<file path="src/rtl/instr_encoder_if.sv">
`default_nettype none
// ============================================================================
// Module      : instr_encoder_if
// Description : Field-beat input, memory-write output and status bundle
//               for the instruction encoder.
// Revision    : 1.0
// ============================================================================
interface instr_encoder_if #(
    parameter int ADDR_W = 15
);
    logic              start;
    logic [ADDR_W-1:0] base_addr;
    logic              in_valid;
    logic              in_ready;
    logic [3:0]        opcode;
    logic [2:0]        funct3;
    logic [6:0]        funct7;
    logic [5:0]        rs1;
    logic [5:0]        rs2;
    logic [5:0]        rd;
    logic [31:0]       imm;
    logic              out_valid;
    logic              out_ready;
    logic [ADDR_W-1:0] out_addr;
    logic [31:0]       out_data;
    logic              busy;
    logic              done;
    logic              err;
    logic [7:0]        err_cnt;
    logic [15:0]       err_idx;

    modport slave (
        input  start, base_addr, in_valid, opcode, funct3, funct7,
               rs1, rs2, rd, imm, out_ready,
        output in_ready, out_valid, out_addr, out_data,
               busy, done, err, err_cnt, err_idx
    );

    modport master (
        output start, base_addr, in_valid, opcode, funct3, funct7,
               rs1, rs2, rd, imm, out_ready,
        input  in_ready, out_valid, out_addr, out_data,
               busy, done, err, err_cnt, err_idx
    );
endinterface
`default_nettype wire

</file>
<file path="src/rtl/instr_encoder.sv">
`default_nettype none
// ============================================================================
// Module      : instr_encoder
// Description : Packs instruction field beats into 32-bit words and streams
//               them to instruction memory through an output FIFO.
// Revision    : 1.0
// ============================================================================
module instr_encoder #(
    parameter int FIFO_DEPTH = 4,
    parameter int ADDR_W     = 15
) (
    input  wire logic     clk,
    input  wire logic     rst,
    instr_encoder_if.slave bus
);
    localparam int PTR_W = (FIFO_DEPTH > 1) ? $clog2(FIFO_DEPTH) : 1;
    localparam int CNT_W = $clog2(FIFO_DEPTH + 1);
    localparam logic [CNT_W-1:0] C_DEPTH = CNT_W'(FIFO_DEPTH);
    localparam logic [CNT_W-1:0] C_ONE   = CNT_W'(1);

    typedef enum logic [1:0] {
        S_IDLE  = 2'd0,
        S_LOAD  = 2'd1,
        S_DRAIN = 2'd2,
        S_DONE  = 2'd3
    } state_t;

    state_t            state_q, state_d;
    logic [ADDR_W-1:0] addr_q, addr_d;
    logic [15:0]       beat_q, beat_d;
    logic              err_q, err_d;
    logic [7:0]        err_cnt_q, err_cnt_d;
    logic [15:0]       err_idx_q, err_idx_d;
    logic [CNT_W-1:0]  count_q, count_d;
    logic [PTR_W-1:0]  wr_ptr_q, wr_ptr_d;
    logic [PTR_W-1:0]  rd_ptr_q, rd_ptr_d;
    logic [31:0]       fifo_mem_q [FIFO_DEPTH];

    logic [31:0] w_word;
    logic        w_enc_err;
    logic        w_in_ready;
    logic        w_accept;
    logic        w_push;
    logic        w_pop;

    // Field packer plus range checks; immediate bits override rs2/funct7/rd
    // slots depending on the instruction form.
    always_comb begin
        w_word    = 32'h0;
        w_enc_err = 1'b0;
        case (bus.opcode)
            4'h0, 4'hD: begin
                w_word = {bus.funct7, bus.rs2, bus.rs1, bus.funct3, bus.rd, bus.opcode};
            end
            4'h1, 4'h2, 4'h3, 4'h4, 4'h5, 4'hB: begin
                w_word    = {bus.imm[11], bus.imm[11:0], bus.rs1, bus.funct3, bus.rd, bus.opcode};
                w_enc_err = !((&bus.imm[31:11]) || !(|bus.imm[31:11]));
            end
            4'h6, 4'hC: begin
                w_word    = {bus.imm[11], bus.imm[11:6], bus.rs2, bus.rs1, bus.funct3,
                             bus.imm[5:0], bus.opcode};
                w_enc_err = !((&bus.imm[31:11]) || !(|bus.imm[31:11]));
            end
            4'h7: begin
                w_word    = {bus.imm[13], bus.imm[13:8], bus.rs2, bus.rs1, bus.funct3,
                             bus.imm[7:2], bus.opcode};
                w_enc_err = !((&bus.imm[31:13]) || !(|bus.imm[31:13])) || (|bus.imm[1:0]);
            end
            4'h8, 4'h9: begin
                w_word    = {{2{bus.imm[31]}}, bus.imm[31:12], bus.rd, bus.opcode};
                w_enc_err = |bus.imm[11:0];
            end
            4'hA: begin
                w_word    = {{2{bus.imm[21]}}, bus.imm[21:2], bus.rd, bus.opcode};
                w_enc_err = !((&bus.imm[31:21]) || !(|bus.imm[31:21])) || (|bus.imm[1:0]);
            end
            default: begin
                w_enc_err = 1'b1;
            end
        endcase
    end

    // in_ready looks only at registered occupancy, so a same-cycle pop
    // cannot open the input.
    assign w_in_ready = (state_q == S_LOAD) && (count_q < C_DEPTH);
    assign w_accept   = bus.in_valid && w_in_ready;
    assign w_push     = w_accept && !w_enc_err;
    assign w_pop      = (count_q != '0) && bus.out_ready;

    always_comb begin
        state_d   = state_q;
        addr_d    = addr_q;
        beat_d    = beat_q;
        err_d     = err_q;
        err_cnt_d = err_cnt_q;
        err_idx_d = err_idx_q;
        wr_ptr_d  = wr_ptr_q;
        rd_ptr_d  = rd_ptr_q;
        count_d   = count_q + CNT_W'(w_push) - CNT_W'(w_pop);

        if (w_push) begin
            wr_ptr_d = wr_ptr_q + 1'b1;
        end
        if (w_pop) begin
            rd_ptr_d = rd_ptr_q + 1'b1;
            addr_d   = addr_q + 1'b1;
        end

        case (state_q)
            S_IDLE, S_DONE: begin
                if (bus.start) begin
                    state_d   = S_LOAD;
                    addr_d    = bus.base_addr;
                    beat_d    = 16'h0;
                    err_d     = 1'b0;
                    err_cnt_d = 8'h0;
                    err_idx_d = 16'h0;
                end
            end
            S_LOAD: begin
                if (w_accept) begin
                    beat_d = beat_q + 16'h1;
                    if (w_enc_err) begin
                        err_d = 1'b1;
                        if (err_cnt_q != 8'hFF) begin
                            err_cnt_d = err_cnt_q + 8'h1;
                        end
                        if (!err_q) begin
                            err_idx_d = beat_q;
                        end
                    end else if (w_word == 32'h0) begin
                        state_d = S_DRAIN;
                    end
                end
            end
            S_DRAIN: begin
                if (w_pop && (count_q == C_ONE)) begin
                    state_d = S_DONE;
                end
            end
            default: begin
                state_d = S_IDLE;
            end
        endcase
    end

    always_ff @(posedge clk) begin
        if (rst) begin
            state_q   <= S_IDLE;
            addr_q    <= '0;
            beat_q    <= 16'h0;
            err_q     <= 1'b0;
            err_cnt_q <= 8'h0;
            err_idx_q <= 16'h0;
            count_q   <= '0;
            wr_ptr_q  <= '0;
            rd_ptr_q  <= '0;
        end else begin
            state_q   <= state_d;
            addr_q    <= addr_d;
            beat_q    <= beat_d;
            err_q     <= err_d;
            err_cnt_q <= err_cnt_d;
            err_idx_q <= err_idx_d;
            count_q   <= count_d;
            wr_ptr_q  <= wr_ptr_d;
            rd_ptr_q  <= rd_ptr_d;
        end
    end

    // Storage needs no reset: occupancy and pointers define what is valid.
    always_ff @(posedge clk) begin
        if (w_push && !rst) begin
            fifo_mem_q[wr_ptr_q] <= w_word;
        end
    end

    assign bus.in_ready  = w_in_ready;
    assign bus.out_valid = (count_q != '0);
    assign bus.out_data  = fifo_mem_q[rd_ptr_q];
    assign bus.out_addr  = addr_q;
    assign bus.busy      = (state_q == S_LOAD) || (state_q == S_DRAIN);
    assign bus.done      = (state_q == S_DONE);
    assign bus.err       = err_q;
    assign bus.err_cnt   = err_cnt_q;
    assign bus.err_idx   = err_idx_q;
endmodule
`default_nettype wire

</file>
<file path="src/flat_wrapper.sv">
// flat-port wrapper written by rule: the top's interface ports become plain ports
module instr_encoder_flat 
#(
    parameter int FIFO_DEPTH = 4,
    parameter int ADDR_W     = 15
)
  (clk, rst, bus_start, bus_base_addr, bus_in_valid, bus_opcode, bus_funct3, bus_funct7, bus_rs1, bus_rs2, bus_rd, bus_imm, bus_out_ready, bus_in_ready, bus_out_valid, bus_out_addr, bus_out_data, bus_busy, bus_done, bus_err, bus_err_cnt, bus_err_idx);
  instr_encoder_if #(.ADDR_W(ADDR_W)) bus_i ();
  input  wire logic clk;
  input  wire logic rst;
  input wire logic [$bits(bus_i.start)-1:0] bus_start;
  input wire logic [$bits(bus_i.base_addr)-1:0] bus_base_addr;
  input wire logic [$bits(bus_i.in_valid)-1:0] bus_in_valid;
  input wire logic [$bits(bus_i.opcode)-1:0] bus_opcode;
  input wire logic [$bits(bus_i.funct3)-1:0] bus_funct3;
  input wire logic [$bits(bus_i.funct7)-1:0] bus_funct7;
  input wire logic [$bits(bus_i.rs1)-1:0] bus_rs1;
  input wire logic [$bits(bus_i.rs2)-1:0] bus_rs2;
  input wire logic [$bits(bus_i.rd)-1:0] bus_rd;
  input wire logic [$bits(bus_i.imm)-1:0] bus_imm;
  input wire logic [$bits(bus_i.out_ready)-1:0] bus_out_ready;
  output wire logic [$bits(bus_i.in_ready)-1:0] bus_in_ready;
  output wire logic [$bits(bus_i.out_valid)-1:0] bus_out_valid;
  output wire logic [$bits(bus_i.out_addr)-1:0] bus_out_addr;
  output wire logic [$bits(bus_i.out_data)-1:0] bus_out_data;
  output wire logic [$bits(bus_i.busy)-1:0] bus_busy;
  output wire logic [$bits(bus_i.done)-1:0] bus_done;
  output wire logic [$bits(bus_i.err)-1:0] bus_err;
  output wire logic [$bits(bus_i.err_cnt)-1:0] bus_err_cnt;
  output wire logic [$bits(bus_i.err_idx)-1:0] bus_err_idx;
  assign bus_i.start = bus_start;
  assign bus_i.base_addr = bus_base_addr;
  assign bus_i.in_valid = bus_in_valid;
  assign bus_i.opcode = bus_opcode;
  assign bus_i.funct3 = bus_funct3;
  assign bus_i.funct7 = bus_funct7;
  assign bus_i.rs1 = bus_rs1;
  assign bus_i.rs2 = bus_rs2;
  assign bus_i.rd = bus_rd;
  assign bus_i.imm = bus_imm;
  assign bus_i.out_ready = bus_out_ready;
  assign bus_in_ready = bus_i.in_ready;
  assign bus_out_valid = bus_i.out_valid;
  assign bus_out_addr = bus_i.out_addr;
  assign bus_out_data = bus_i.out_data;
  assign bus_busy = bus_i.busy;
  assign bus_done = bus_i.done;
  assign bus_err = bus_i.err;
  assign bus_err_cnt = bus_i.err_cnt;
  assign bus_err_idx = bus_i.err_idx;
  instr_encoder #(.FIFO_DEPTH(FIFO_DEPTH), .ADDR_W(ADDR_W)) u_core (.clk(clk), .rst(rst), .bus(bus_i));
endmodule
</file>
<file path="config.mk">
export PLATFORM = sky130hd
export DESIGN_NAME = instr_encoder_flat
export DESIGN_NICKNAME = d
export VERILOG_FILES = /design/src/rtl/instr_encoder_if.sv /design/src/rtl/instr_encoder.sv /design/src/flat_wrapper.sv
export SDC_FILE = /design/constraint.sdc
export NUM_CORES = 1
export LEC_CHECK = 0
export CORE_MARGIN = 5
export CORE_UTILIZATION = 55
export CTS_CLUSTER_SIZE = 14
export DETAILED_ROUTE_END_ITERATION = 12
export PLACE_DENSITY = 0.83
export SKIP_CTS_REPAIR_TIMING = 1
export SLEW_MARGIN = 40
export SYNTH_ARGS = -nofsm -noshare
export SYNTH_HDL_FRONTEND = slang
export SYNTH_SLANG_ARGS = --single-unit
</file>
<file path="constraint.sdc">
create_clock -name clk -period 15.3 [get_ports clk]
set_input_delay 1.53 -clock clk [delete_from_list [all_inputs] [get_ports clk]]
set_output_delay 1.53 -clock clk [all_outputs]
set_load 0.01 [all_outputs]
</file>
# Yosys cells after proc, flatten, opt, wreduce, memory -nomap -nowiden
# Memories as Yosys holds them, arrays and structs flattened. A register that Yosys moved wholly into a read port is not among the register bits.
# Index checks and enable logic that the tools add are counted.
[classes]
n_addsub = 7
order_cmp = 1
eq_ne = 26
mux = 31
reduce_logical = 44
[ops]
columns = ["operator", "n"]
rows = [
  ["$pmux W32 S6", 1],
  ["$mux W16", 5],
  ["$pmux W16 S2", 2],
  ["$mux W15", 3],
  ["$logic_not A32 Y1", 1],
  ["$mux W8", 4],
  ["$eq A4 B4 Y1 const B", 6],
  ["$reduce_and A21 Y1", 1],
  ["$reduce_or A21 Y1", 1],
  ["$reduce_and A19 Y1", 1],
  ["$reduce_or A19 Y1", 1],
  ["$add A16 B1 Y16 const B", 1],
  ["$eq A4 B3 Y1 const B", 4],
  ["$pmux W8 S2", 1],
  ["$add A15 B1 Y15 const B", 1],
  ["$reduce_and A5 Y1", 3],
  ["$mux W2", 7],
  ["$reduce_or A12 Y1", 1],
  ["$reduce_and A11 Y1", 1],
  ["$reduce_or A11 Y1", 1],
  ["$ne A2 B2 Y1 const B", 5],
  ["$reduce_or A2 Y1", 5],
  ["$add A8 B1 Y8 const B", 1],
  ["$eq A4 B2 Y1 const B", 2],
  ["25 further kinds", 50],
]
[totals]
reg_bits = 65
ram_bits = 128
out_inout_bits = 76
word_cells = 119
n_memories = 1
[mem_list]
columns = ["name", "words", "width", "read_ports", "rd_ports_with_merged_regs", "wr", "line", "source"]
rows = [
  ["u_core.fifo_mem_q", 4, 32, 1, 1, 1, "instr_encoder.sv:37", "logic [31:0] fifo_mem_q [FIFO_DEPTH];"],
]

# Depth between registers and ports, before layout
[depth]
depth_word = 11
ltp_mapped = 15
depth_no_buf = 12

# Worst setup path before layout
# No wires, ideal clock.
[synth_timing]
kind = "input to register"
from = "in bus_imm[31]"
to = "mem u_core.fifo_mem_q[1][0] (enable)"
arrival_ns = 5.506
path_slack_ns = 9.326
stages = 7
path_buffers = 1
cell_sequence = "nor4_1 > nand3_1 > or4_1 > a31o_1 > or3_1 > clkbuf_1 > nor3b_1"
[synth_between]
elab_chain_cells = 11
[synth_lines]
columns = ["item", "line", "source"]
rows = [
  ["start, declared", "flat_wrapper.sv:20", "input wire logic [$bits(bus_i.imm)-1:0] bus_imm;"],
  ["$reduce_or A19 Y1 or $reduce_or A11 Y1 (tied branches)", "instr_encoder.sv:67, instr_encoder.sv:75", ""],
  ["$logic_not A1 Y1, on equally long branches", "instr_encoder.sv:67, instr_encoder.sv:75", ""],
  ["$logic_or A1 B1 Y1, on equally long branches", "instr_encoder.sv:67, instr_encoder.sv:75", ""],
  ["$logic_not A1 Y1, on equally long branches", "instr_encoder.sv:67, instr_encoder.sv:75", ""],
  ["$logic_or A1 B1 Y1, on equally long branches", "instr_encoder.sv:67, instr_encoder.sv:75", ""],
  ["$pmux W1 S5 (*)", "instr_encoder.sv:51", "case (bus.opcode)"],
  ["$logic_not A1 Y1 (*)", "instr_encoder.sv:87", "assign w_push = w_accept && !w_enc_err;"],
  ["$logic_and A1 B1 Y1 (*)", "instr_encoder.sv:87", ""],
  ["$logic_and A1 B1 Y1 (*)", "instr_encoder.sv:173", "if (w_push && !rst) begin"],
  ["$mux W1 (*)", "instr_encoder.sv:173", ""],
  ["$mux W1 (implied by the code) (*)", "instr_encoder.sv:174", "fifo_mem_q[wr_ptr_q] <= w_word;"],
  ["end, declared", "instr_encoder.sv:37", ""],
]
# Every way passes the cells marked *; elsewhere a longest branch is shown, timed or not.

# Final worst setup path
[layout_timing]
from = "in bus_opcode[0]"
to = "reg u_core.state_q[1]"
[layout_between]
elab_chain_cells = 6
[layout_lines]
columns = ["item", "line", "source"]
rows = [
  ["start, declared", "flat_wrapper.sv:14", "input wire logic [$bits(bus_i.opcode)-1:0] bus_opcode;"],
  ["$eq A4 B1 Y1, or another cell as far along", "instr_encoder.sv:51", ""],
  ["$reduce_or A6 Y1 or $reduce_or A2 Y1 (tied branches)", "instr_encoder.sv:51", ""],
  ["$pmux W32 S6 (*)", "instr_encoder.sv:51", ""],
  ["named net u_core.w_word[9]", "instr_encoder.sv:39", "logic [31:0] w_word;"],
  ["$logic_not A32 Y1 (*)", "instr_encoder.sv:131", "end else if (w_word == 32'h0) begin"],
  ["$ne A2 B2 Y1 (no line) (*)", "n/a", ""],
  ["$reduce_and A5 Y1 (no line) (*)", "n/a", ""],
  ["end signal, assigned", "instr_encoder.sv:159", "state_q <= state_d;"],
  ["end, declared", "instr_encoder.sv:28", "state_t state_q, state_d;"],
]
# Mark *: on every way through the listed nets, which the timed path passes. The rest lies on a longest branch.
# A chain may end at the register's enable or synchronous reset.

==> results by group <==
Outcome
  – Status: completed

Floorplanning
  – Die area: roughly 0.019 sq mm
  – Initial Utilization: 55.8%
  – Die width: 137 microns
  – IO Count: 160
  – Num rows: 46
  – DIE HEIGHT: between 100 and 150 microns
  – Core area: ~0.016 sq mm

Route
  – Routed vias: 6,448
  – Final ANT Viol Nets: 0
  – Drt wl/cell: 20.9 microns
  – Drt drc: 0
  – Routed WL: roughly 22,000 microns
  – Via density: roughly 6
  – 1st-iter DRT viols: 600
  – First-pass iteration count of the detailed router: 7

Critical path
  – Ordered list of cells on the worst path: clkdlybuf4s50_1 -> and4b_1 -> and2_1 -> a221o_1 -> or4b_1 -> nor4_1 -> a31oi_1 -> mux2_1
  – Crit. End Element: flop
  – CP peak stage delay: about 0.75 ns
  – CP Class: input port to flop
  – Crit path launch: bus_opcode[0]
  – R2R depth: 9
  – CP Depth: 8
  – Worst r2r src: u_core.state_q[0]
  – Worst setup SP type: input port
  – Buf/Inv on CP: 1
  – Crit-path max FO: 20
  – Internal reg-to-reg setup slack: 12.23 ns
  – Worst EP required: roughly 16 ns
  – Top delay family on crit path: simple AND/OR/NAND/NOR gates
  – WP data arrival: around 4.9 ns
  – Worst Setup EP: u_core.state_q[1]
  – Reg2reg end: u_core.state_q[1]
  – Crit-path slowest cell: clkdlybuf4s50_1

Global route
  – First-pass GRT wire length: 34,900 microns
  – Total gr overflow: 0
  – Vias in the first global route: between 6,000 and 7,000
  – Largest net degree at the start of global routing: 38
  – Initial antenna violation count: 2
  – All-Layer GR Usage: roughly a quarter

STA
  – Fin. Hold Viols: 0
  – RSZ-0062 raised after global routing: no
  – Worst slew pin tran: ~0.78 ns
  – Slew HR: about 48%
  – Fmax: between 0.2 and 0.25 GHz
  – Period utilisation layout: 30.1%
  – Min Hold Slack: 0.484 ns
  – Clk_skew: roughly 0.0084 ns
  – Setup TNS: 0 ns
  – Setup-failing EPs final: 0
  – Max Slew Vio Count: 0
  – Crit path time final: between 4 and 5 ns

Synthesis
  – #FFs+latches synth: a little under 200
  – Syn Nets: approximately 790
  – Gate Count Post-Synth: between 600 and 700
  – Post-synth EDFFs: 128
  – Yosys top cell by area: edfxtp_1
  – Syn. warnings: 0
  – Yosys cell types: 66
  – Async set-reset flop share out of synthesis: 0%
  – Post-synth top area share: between 40% and 50%
  – Seq/Total Area, Yosys: about 60%
  – Syn_area_per_cell: between 10 and 15 sq um
  – Top cells by area, synth: edfxtp_1 44%, dfxtp_1 15%, mux4_2 8.2%, nor2_1 2.5%, xor2_1 2.2%
  – Ys flop type: edfxtp_1
  – Post-Syn Area: 0.00883 sq mm

Layout
  – Commonest non-fill, non-tap cell in the layout: clkdlybuf4s50_1
  – Multi-input gate area: 0.00345 sq mm
  – Layout Nets: around 940
  – Util after Layout: slightly above 70%
  – Layout cells sized above 1: a little over a tenth
  – Fillers: around 1,100
  – Layout area overhead: 26.6%
  – Most frequent cells in the layout: 158 x clkdlybuf4s50_1, 128 x edfxtp_1, 65 x dfxtp_1, 58 x nor2_1, 47 x nand2_1
  – Ant diodes: 0
  – Sequential cell area: slightly above 0.005 sq mm

Power and ir drop
  – Clk pwr share: 29.0%
  – P_leak: roughly 3.7 nW
  – Psw: approximately 0.45 mW
  – Comb power frac: between 20 and 30%
  – Pint: 1.05 mW
  – VDD IR-drop max: 0.0000904 V
  – Net Sw Frac: between 20% and 30%
  – Sequential power share: about two fifths
  – PwrDens: ~130 mW/mm^2

Hold path
  – Hold path start: u_core.bus.err_idx[11]
  – Hold Path Class: flop to flop

Placed design
  – Dpl hpwl: 15,800 microns
  – Port Buffer Count: around 160
  – Routability Congestion: between 0.8 and 0.9

Clock tree
  – Worst-path clk slew: about 0.070 ns
  – H-Tree Level Count: 4
  – CTS tree: built
  – Cts bufs inserted: 17
  – Clk buf depth: 2
  – Root Driver: clkbuf_16
  – Clock sink total: ~200
  – Worst-skew pair later-pin latency: around 0.43 ns

Job
  – Max cap viols: 0
## power by group through the flow
stage / registers, mW / logic (mW) / clock network, mW
5_1_grt: 0.635 / 0.474 / 0.467
6_report: 0.630 / 0.437 / 0.435
3_5_place_dp: 0.641 / 0.437 / 0
3_3_place_gp: 0.638 / 0.426 / 0
2_1_floorplan: 0.636 / 0.255 / 0
4_1_cts: 0.630 / 0.440 / 0.443
## logic make-up (layout without fill, tap and decap cells)
kind of cell	count (synthesis)	after routing	share of synthesized area (%)
AO/OA/AOI/OAI	132	132	11.0
XOR/XNOR	33	33	3.27
adder cells (fa/ha/maj)	14	14	2.07
buffers and inverters	51	212	2.61
flip-flops	195	195	58.7
multiplexers	40	40	9.12
AND/OR/NAND/NOR	224	224	13.3
## synthesized netlist by cell type (4+ instances only)
master and instances:
a22o_1 18, clkbuf_1 20, mux4_2 32, nor3b_1 5, buf_2 7, and3_1 8, or4_1 5, xor2_1 22
inv_1 12, buf_1 6, o21ai_0 18, or3_1 6, nand2_1 48, nand3b_1 7, a211oi_1 16, a21oi_1 21
nand2b_1 13, ha_1 13, a221o_1 12, mux2i_1 4, nor2b_1 9, dfxtp_1 67, a22oi_1 14, xnor2_1 11
edfxtp_1 128, a21o_1 6, nand4_1 17, buf_6 4, nand3_1 15, nor2_1 58, nor3_1 6, nor4_1 8
and2_1 8
## flip-flops by register name, indices dropped and copies added, names as in the netlist, named ones only
register             flops
u_core.bus.err_idx      16
u_core.bus.err_cnt       8
u_core.state_q           2
u_core.count_q           3
u_core.beat_q           16
u_core.rd_ptr_q          2
u_core.bus.err           1
u_core.bus.out_addr     15
u_core.wr_ptr_q          2
u_core.fifo_mem_q      128
## layout make-up
type	instances	area share, %
multi-input cells	443	30.8
clock buffers	19	3.96
inverters	14	0.470
well taps	216	2.42
flip-flops and latches	195	46.4
repair buffers	166	14.7
clock inverters	13	1.28
## how the worst min path moves through the flow
stage | endpoint | slack, ns | cells after the start
floorplan | u_core.bus.err_idx[15] | 0.46 | 1
global placement | u_core.bus.err_idx[15] | 0.46 | 1
detailed placement | u_core.bus.err_idx[13] | 0.47 | 1
CTS | u_core.bus.err_idx[11] | 0.48 | 1
global route | u_core.bus.err_idx[13] | 0.50 | 1
finish | u_core.bus.err_idx[11] | 0.48 | 1
## per-stage QoR
step / area, sq um / setup slack [ns] / power, mW / std cells
2_1_floorplan: 8830 / 9.33 / 0.891 / 689
3_3_place_gp: 10600 / 10.06 / 1.06 / 1034
3_5_place_dp: 10600 / 9.97 / 1.08 / 1034
4_1_cts: 11200 / 10.40 / 1.51 / 1066
5_1_grt: 11200 / 10.56 / 1.58 / 1066
6_report: 11200 / 10.70 / 1.50 / 1066
## worst register-to-register path, delay by kind of cell (launching register included)
kind | cells | cell delay (ns)
simple gates | 3 | 1.16
flops | 1 | 0.39
compound gates | 3 | 0.57
fa+ha+maj | 1 | 0.40
mux | 1 | 0.34
buf+inv | 1 | 0.08
## metal layers
metal / vias to the layer above / wire (microns) / part of all wire [%] / track usage [%]
met5: - / 26 / 0.12 / 0
met4: 4 / 505 / 2.3 / 8.90
met3: 45 / 1910 / 8.6 / 6.07
met2: 338 / 11300 / 51 / 42.2
met1: 3117 / 8580 / 38 / 30.3
li1: 2944 / - / - / -
(Power assumes the default switching activity.)
